### config.mk
export PLATFORM = sky130hd
export DESIGN_NAME = pim_mac_accum
export DESIGN_NICKNAME = d
export VERILOG_FILES = /design/src/rtl/pim_mac_accum.sv
export SDC_FILE = /design/constraint.sdc
export NUM_CORES = 1
export LEC_CHECK = 0
export ABC_CLOCK_PERIOD_IN_PS = 4730
export CORE_MARGIN = 5
export CORE_UTILIZATION = 54
export CTS_BUF_LIST = sky130_fd_sc_hd__clkbuf_2
export DETAILED_ROUTE_END_ITERATION = 8
export PLACE_DENSITY = 0.84
export SLEW_MARGIN = 20
export SYNTH_ARGS = -nofsm -noshare
export SYNTH_HDL_FRONTEND = slang
export SYNTH_SLANG_ARGS = --single-unit
### constraint.sdc
create_clock -name clk -period 4.73 [get_ports clk]
set_input_delay 1.419 -clock clk [delete_from_list [all_inputs] [get_ports clk]]
set_output_delay 1.419 -clock clk [all_outputs]
set_load 0.01 [all_outputs]
### src/rtl/pim_mac_accum.sv
// Saturating signed accumulator for PIM MAC samples.
// A job sums cfg_len+1 samples, then presents the result on an AXI-Stream
// style output. The saturation flag travels with the result in tuser.
module pim_mac_accum #(
    parameter int DATA_WIDTH = 32,
    parameter int ACC_WIDTH  = 40,
    parameter int CNT_WIDTH  = 8
) (
    input  logic                  clk,
    input  logic                  rst,
    input  logic                  start,
    input  logic [CNT_WIDTH-1:0]  cfg_len,
    input  logic [DATA_WIDTH-1:0] mac_in,
    input  logic                  mac_valid,
    output logic                  mac_ready,
    output logic [ACC_WIDTH-1:0]  m_axis_tdata,
    output logic                  m_axis_tuser,
    output logic                  m_axis_tvalid,
    input  logic                  m_axis_tready,
    output logic                  busy
);

    typedef enum logic [1:0] {
        IDLE   = 2'd0,
        ACCUM  = 2'd1,
        OUTPUT = 2'd2
    } state_t;

    localparam logic [ACC_WIDTH-1:0] ACC_MAX = {1'b0, {(ACC_WIDTH-1){1'b1}}};
    localparam logic [ACC_WIDTH-1:0] ACC_MIN = {1'b1, {(ACC_WIDTH-1){1'b0}}};

    state_t                 state;
    logic [ACC_WIDTH-1:0]   acc;
    logic [CNT_WIDTH-1:0]   remaining;
    logic                   sat;

    logic                   accept;
    logic [ACC_WIDTH:0]     mac_ext;
    logic [ACC_WIDTH:0]     sum;
    logic [ACC_WIDTH-1:0]   sum_clamped;
    logic                   sum_ovf;

    assign mac_ready = (state == ACCUM);
    assign accept    = mac_valid && mac_ready;

    // One guard bit above the accumulator makes overflow visible as a
    // disagreement between the two top bits of the sum.
    assign mac_ext = {{(ACC_WIDTH + 1 - DATA_WIDTH){mac_in[DATA_WIDTH-1]}}, mac_in};
    assign sum     = {acc[ACC_WIDTH-1], acc} + mac_ext;

    // Clamp the widened sum back into the signed accumulator range.
    always_comb begin
        // NOTE: every output of this block gets a default first so no path
        // leaves it unassigned, which would otherwise infer a latch.
        sum_clamped = sum[ACC_WIDTH-1:0];
        sum_ovf     = 1'b0;
        if (sum[ACC_WIDTH] != sum[ACC_WIDTH-1]) begin
            sum_ovf     = 1'b1;
            sum_clamped = sum[ACC_WIDTH] ? ACC_MIN : ACC_MAX;
        end
    end

    // Job sequencing, accumulation and the sticky saturation flag.
    always_ff @(posedge clk) begin
        // NOTE: state registers use non-blocking assignments so every flop
        // samples the pre-edge values regardless of statement order.
        if (rst) begin
            state     <= IDLE;
            acc       <= '0;
            remaining <= '0;
            sat       <= 1'b0;
        end else begin
            unique case (state)
                IDLE: begin
                    if (start) begin
                        remaining <= cfg_len;
                        acc       <= '0;
                        sat       <= 1'b0;
                        state     <= ACCUM;
                    end
                end
                ACCUM: begin
                    if (accept) begin
                        acc <= sum_clamped;
                        if (sum_ovf) begin
                            sat <= 1'b1;
                        end
                        // The counter stops at zero: the sample taken at zero
                        // ends the job, so it never wraps.
                        if (remaining == '0) begin
                            state <= OUTPUT;
                        end else begin
                            remaining <= remaining - 1'b1;
                        end
                    end
                end
                OUTPUT: begin
                    if (m_axis_tready) begin
                        state <= IDLE;
                    end
                end
                default: state <= IDLE;
            endcase
        end
    end

    // Outputs come straight from registers; tdata is the live accumulator.
    assign m_axis_tvalid = (state == OUTPUT);
    assign m_axis_tdata  = acc;
    assign m_axis_tuser  = sat;
    assign busy          = (state != IDLE);

endmodule

==> results.md <==
- Total negative setup slack: 0 ns
- Final antenna-violating net count: 0
- Number of warning messages in the yosys log: 0
- Net count of the mapped netlist: 688
- Post-CTS Setup Bufs: 0
- Setup CP Type: in2reg
- Slew of the pin with the lowest slew margin: 1.010 ns
- DRC viols: 0
- Final number of hold-violating endpoints: 0
- Filler-free cell count of the finished design: 783
- First-pass detailed-route iteration total: 5
- Length in cells of the worst reg-to-reg path: 10
- Worst r2r src: m_axis_tdata[14]
- Area Growth Syn to Fin: 23.58%
- Average detailed-routed wire length per instance: 15.60 um
- Crit-path max FO: 21
- Stage delay of the slowest cell on the critical path: 0.57 ns
- Total routing resource utilization after global routing: 0.2384
- Tcrit/Tclk final: 0.8980
- Cells along the critical path: clkdlybuf4s50_1 -> buf_4 -> ha_1 -> o21ai_0 -> o21bai_1 -> a211oi_2 -> o21ai_2 -> nor4_4 -> nor2_2 -> xnor2_4 -> nor3b_1 -> a2111oi_2
- Number of synthesized register bits: 51
- Maximum root-to-sink buffer count: 2
- Proportion of netlist area held by the largest area contributor: 0.2290
- Category of the worst setup path capture point: register
- Worst-Skew Late Latency: 0.44 ns
- Post-synthesis async set-or-reset flop share: 0
- Normalized max-slew margin: 0.3264
- Die W: 100.9 um
- Number of cells after detailed placement: 775
- Hold/Removal Path Class: reg2reg
- Cell accounting for the most synthesized area: sky130_fd_sc_hd__dfxtp_1
- Largest net degree at the start of global routing: 53
- Wire length of the first global-routing pass: 20.36 mm
- Layout cell share with drive strength beyond 1: 0.07227
- EDFF count, synth: 0
- Max-slew violation count: 0
- Number of antenna diodes: 0
- Netlist cell types: 68
- Violation count after the first detailed-routing iteration: 285
- Cells after Synth: 600
- CTS tree: built
- Post-synthesis instance area: 4458 sq um
- LEAKAGE: 2.260 nW
- Remaining global-route overflow: 0
- Vias: 4771
- Highest ir drop seen on vdd: 154.7 uV
- Total detailed-routing wirelength: 12.22 mm
- Hold path start: m_axis_tdata[30]
- Number of antenna violations at the first check in global routing: 0
- Hpwl dp: 9.293 mm
- Register clock-pin slew on the reported worst setup and hold paths: 0.28 ns
- CTS root buffer: sky130_fd_sc_hd__clkbuf_2
- Area contributors post-synth: sky130_fd_sc_hd__dfxtp_1 (23%), sky130_fd_sc_hd__ha_1 (12%), sky130_fd_sc_hd__a21oi_1 (11%), sky130_fd_sc_hd__nand2_1 (7.3%), sky130_fd_sc_hd__o21ai_0 (7.0%)
- Sequential share of the synthesized area: 0.2290
- Setup repair after global routing missed its margin: false
- Outcome: finished, final reports clean
- Final setup violation count: 0
- Std-Cell Rows: 33
- Number of instances on the worst hold path: 2
- Fmax achieved: 235.4 MHz
- Core outline area: 8134 sq um
- Hold-critical path endpoint: m_axis_tdata[30]
- Number of I/O pins: 89
- Crit path buf inv count: 2
- CTS HTree Levels: 2
- CTS Buf Count: 5
- Destination of the worst register-to-register timing path: m_axis_tdata[18]
- Required time of the critical path: 5.10 ns
- Min Tclk post-route: 4.248 ns
- P per Cell Area: 217.3 nW/um^2
- Area of all sequential standard cells: 1021 sq um
- Cell class contributing the biggest share of worst-path delay: compound AO/OA/AOI/OAI gates
- Die span in y: 100.9 um
- Critical path launch point: mac_in[31]
- Worst Clk Skew: 0.03592 ns
- Total number of nets in the final design: 765
- Predominant post-synthesis flop cell: sky130_fd_sc_hd__dfxtp_1
- Number of global-route vias before repair: 4624
- Footprint of the multi-input gates: 3236 sq um
- Max-cap violation count: 0
- Data arrival time of the critical path: 4.62 ns
- Per-cell via count in the routed design: 6.093
- Starting density of the core: 0.5481
- Total die area: 10170 sq um
- Slowest CP cell: sky130_fd_sc_hd__xnor2_4
- Filler cells: 715
- Resized Gates After CTS: 0
- Number of input and output port buffers inserted: 88
- Flop-to-flop setup slack: 1.55 ns
- Hold-fix buffers at CTS: 0
- Nature of the critical path startpoint: input port
- Sinks on Clock Net: 51
- Avg Synthesized Cell Area: 7.430 sq um
- Routability cong.: 0.9938
placed cells by master, fill, tap and decap left out, types with 6 or more instances in the layout:
cell type,count
sky130_fd_sc_hd__o21ai_0,62
sky130_fd_sc_hd__a21o_1,19
sky130_fd_sc_hd__buf_4,14
sky130_fd_sc_hd__nand3_1,13
sky130_fd_sc_hd__nand2b_1,6
sky130_fd_sc_hd__a211oi_1,11
sky130_fd_sc_hd__clkdlybuf4s50_1,87
sky130_fd_sc_hd__ha_1,42
sky130_fd_sc_hd__dfxtp_1,51
sky130_fd_sc_hd__inv_1,14
sky130_fd_sc_hd__nand4_1,9
sky130_fd_sc_hd__a21oi_1,95
sky130_fd_sc_hd__o21bai_1,7
sky130_fd_sc_hd__xnor2_1,19
sky130_fd_sc_hd__nor2_1,28
sky130_fd_sc_hd__o211ai_1,7
sky130_fd_sc_hd__xor2_1,12
sky130_fd_sc_hd__nand2_1,87
sky130_fd_sc_hd__nor3_1,12
per-layer routing:
metal / up-vias / part of all wire / global-route usage
li1: 2344 / - / -
met1: 2205 / 0.43 / 0.2922
met2: 191 / 0.48 / 0.4213
met3: 31 / 0.068 / 0.03945
met4: 0 / 0.023 / 0.07876
met5: - / 0 / 0
worst min-delay path, cell delays in order, from the launching register on:
cell	delay, ns
sky130_fd_sc_hd__dfxtp_1	0.39
sky130_fd_sc_hd__nand2_1	0.06
sky130_fd_sc_hd__a21oi_1	0.05
layout make-up:
type                    count  area share
clock buffers               5    0.004542
inverters                  15     0.01022
well taps                 105     0.02385
flip-flops and latches     51      0.1853
repair buffers            103      0.1817
multi-input cells         501      0.5873
clock inverters             3    0.007041
metrics by stage:
stage | setup slack [ns] | util | power (mW) | hold WS, ns | instance area, sq um
2_1_floorplan | 0.7862 | - | 0.8065 | 0.4410 | 4458
3_3_place_gp | 0.1190 | 0.6694 | 0.9486 | 0.4601 | 5445
3_5_place_dp | 0.03746 | 0.6694 | 0.9653 | 0.4645 | 5445
4_1_cts | 0.5171 | 0.6773 | 1.202 | 0.4926 | 5509
5_1_grt | 0.3480 | 0.6773 | 1.278 | 0.5094 | 5509
6_report | 0.4823 | 0.6773 | 1.197 | 0.4924 | 5509
report_power, final:
part	internal (mW)	switching [mW]
sequential	0.460	0.0264
clock	0.0868	0.146
combinational	0.213	0.266
total	0.759	0.438
cell families after synthesis:
kind of cell    after synthesis  share of synthesized area
simple gates                185                     0.2018
flops                        51                     0.2290
xor+xnor                     32                    0.06708
compound gates              241                     0.3329
fa+ha+maj                    43                     0.1224
buf+inv                      48                    0.04687
how the worst max path moves through the flow:
stage / endpoint / cells after the start
6_report: m_axis_tdata[18] / 12
5_1_grt: m_axis_tdata[20] / 13
4_1_cts: m_axis_tdata[18] / 12
3_5_place_dp: m_axis_tdata[18] / 12
3_3_place_gp: m_axis_tdata[34] / 13
2_1_floorplan: m_axis_tdata[18] / 12
sequential cells by signal, summed over array words and instances, names as in the netlist:
| signal | flops |
|---|---|
| state | 2 |
| m_axis_tdata | 40 |
| m_axis_tuser | 1 |
| remaining | 8 |
synthesized netlist by cell type (9+ instances only):
library cell	number
sky130_fd_sc_hd__a211oi_1	11
sky130_fd_sc_hd__nand2_1	87
sky130_fd_sc_hd__o21ai_0	62
sky130_fd_sc_hd__nor2_1	28
sky130_fd_sc_hd__a21oi_1	95
sky130_fd_sc_hd__clkbuf_1	19
sky130_fd_sc_hd__inv_1	14
sky130_fd_sc_hd__xor2_1	12
sky130_fd_sc_hd__nand3_1	13
sky130_fd_sc_hd__ha_1	42
sky130_fd_sc_hd__nand4_1	9
sky130_fd_sc_hd__a21o_1	19
sky130_fd_sc_hd__xnor2_1	19
sky130_fd_sc_hd__dfxtp_1	51
sky130_fd_sc_hd__nor3_1	12
(Power assumes the default switching activity.)
==> RTL change: new RTL, same settings <==
Encoding of `state_t`: now one-hot (3 bits for 3 states).
--- a/src/rtl/pim_mac_accum.sv
+++ b/src/rtl/pim_mac_accum.sv
@@ -21,8 +21,8 @@
 );
 
-    typedef enum logic [1:0] {
-        IDLE   = 2'd0,
-        ACCUM  = 2'd1,
-        OUTPUT = 2'd2
+    typedef enum logic [2:0] {
+        IDLE   = 3'b001,
+        ACCUM  = 3'b010,
+        OUTPUT = 3'b100
     } state_t;
 
Function: same outputs for any inputs over 4 cycles, from zero or initial values and one cycle with rst high; so few cycles prove little.
==> RTL change against the original RTL <==
- routed wire length rose by 9.6%
- sequential power is 4% lower
- synthesized area up 2.8%
- sequential cell count is 1 higher
- power shrank 18%
- synthesized cell count up 2.0%
- first-iteration DRC count fell by 16%
- core utilization rose by 3.3 points
- final area increased by 6.4%
- combinational power down 37%
- worst setup slack worse by 0.21 ns
- die area is 2.6% higher
- critical path type unchanged
- critical endpoint is now m_axis_tdata[34]
- largest power group unchanged
==> RTL change: results (changes against the original RTL) <==
- Avg Cell Area, Syn: 7.49 um^2 (was 7.43 um^2)
- Worst Path Arrival: 4.89 ns (was 4.62 ns)
- Multi-input gates: 506 (was 501)
- Status: finished clean (unchanged)
- DRT Pass-1 Iters: 6 (was 5)
- Placed cell areas: 0.00581 mm^2 (was 0.00545 mm^2)
- Final Util: 71.0% (was 67.7%)
- Setup crit start: mac_in[0] (was mac_in[31])
- End of the critical path: m_axis_tdata[34] (was m_axis_tdata[18])
- DRT iter0 DRCs: 239 (was 285)
- Nets@finish: 806 (was 765)
- Setup Skew: 0.0501 ns (was 0.0359 ns)
- Final HPWL DP: 10.2 mm (was 9.29 mm)
- Clock transition at path regs: 0.30 ns (was 0.28 ns)
- Non-clock buffer share of cell area: 21.4% (was 18.2%)
- Min Tclk post-route: 4.46 ns (was 4.25 ns)
- # fillers: 707 (was 715)
- Fraction of area in multi-input gates: 56.6% (was 58.7%)
- HP Start: m_axis_tdata[24] (was m_axis_tdata[30])
- Net Count, Synth: 700 (was 688)
- Non-clk bufs: 135 (was 103)
- Slowest-stage cell, CP: fa_1 (was xnor2_4)
- Overall Global Routing Usage: 25.8% (was 23.8%)
- Design Power: 984 uW (was 1.20 mW)
- FF-to-FF Start: m_axis_tdata[0] (was m_axis_tdata[14])
- GP Congestion: 0.950 (was 0.994)
- Largest net degree at the start of global routing: 33 (was 53)
- WL final: 13.4 mm (was 12.2 mm)
## RTL change: how the worst min path moves through the flow
stage / cells after the start / endpoint / slack [ns]
floorplan: 2 / remaining[3] / 0.47
global placement: 2 / m_axis_tdata[25] / 0.46
detailed placement: 2 / m_axis_tdata[24] / 0.46
CTS: 2 / m_axis_tdata[24] / 0.49
global route: 2 / m_axis_tdata[36] / 0.51
finish: 2 / m_axis_tdata[24] / 0.49
## RTL change: worst max-delay path, delay by kind of cell
| kind | cells | cell delay, ns |
|---|---|---|
| AO/OA/AOI/OAI | 8 | 2.15 |
| adder cells (fa/ha/maj) | 2 | 0.65 |
| buffers and inverters | 1 | 0.40 |
| AND/OR/NAND/NOR | 2 | 0.27 |
## RTL change: cells by family after synthesis
| kind of cell | Yosys count | synth area share, % |
|---|---|---|
| adder cells (fa/ha/maj) | 43 | 11.9 |
| buffers and inverters | 54 | 4.97 |
| AND/OR/NAND/NOR | 175 | 17.7 |
| XOR/XNOR | 34 | 6.50 |
| multiplexers | 1 | 0.218 |
| AO/OA/AOI/OAI | 253 | 36.1 |
| flip-flops | 52 | 22.7 |
## RTL change: routing by layer
| layer | wire (um) | track usage [%] | share of wire (%) |
|---|---|---|---|
| met5 | 0 | 0 | 0 |
| met4 | 182 | 5.95 | 1.4 |
| met3 | 804 | 3.00 | 6.0 |
| met2 | 6510 | 45.4 | 49 |
| met1 | 5890 | 33.7 | 44 |
## RTL change: power by group
| part | switching (mW) | internal [mW] | leakage (nW) |
|---|---|---|---|
| combinational | 0.166 | 0.136 | 1.89 |
| sequential | 0.0131 | 0.455 | 0.421 |
| clock | 0.173 | 0.0413 | 0.0335 |
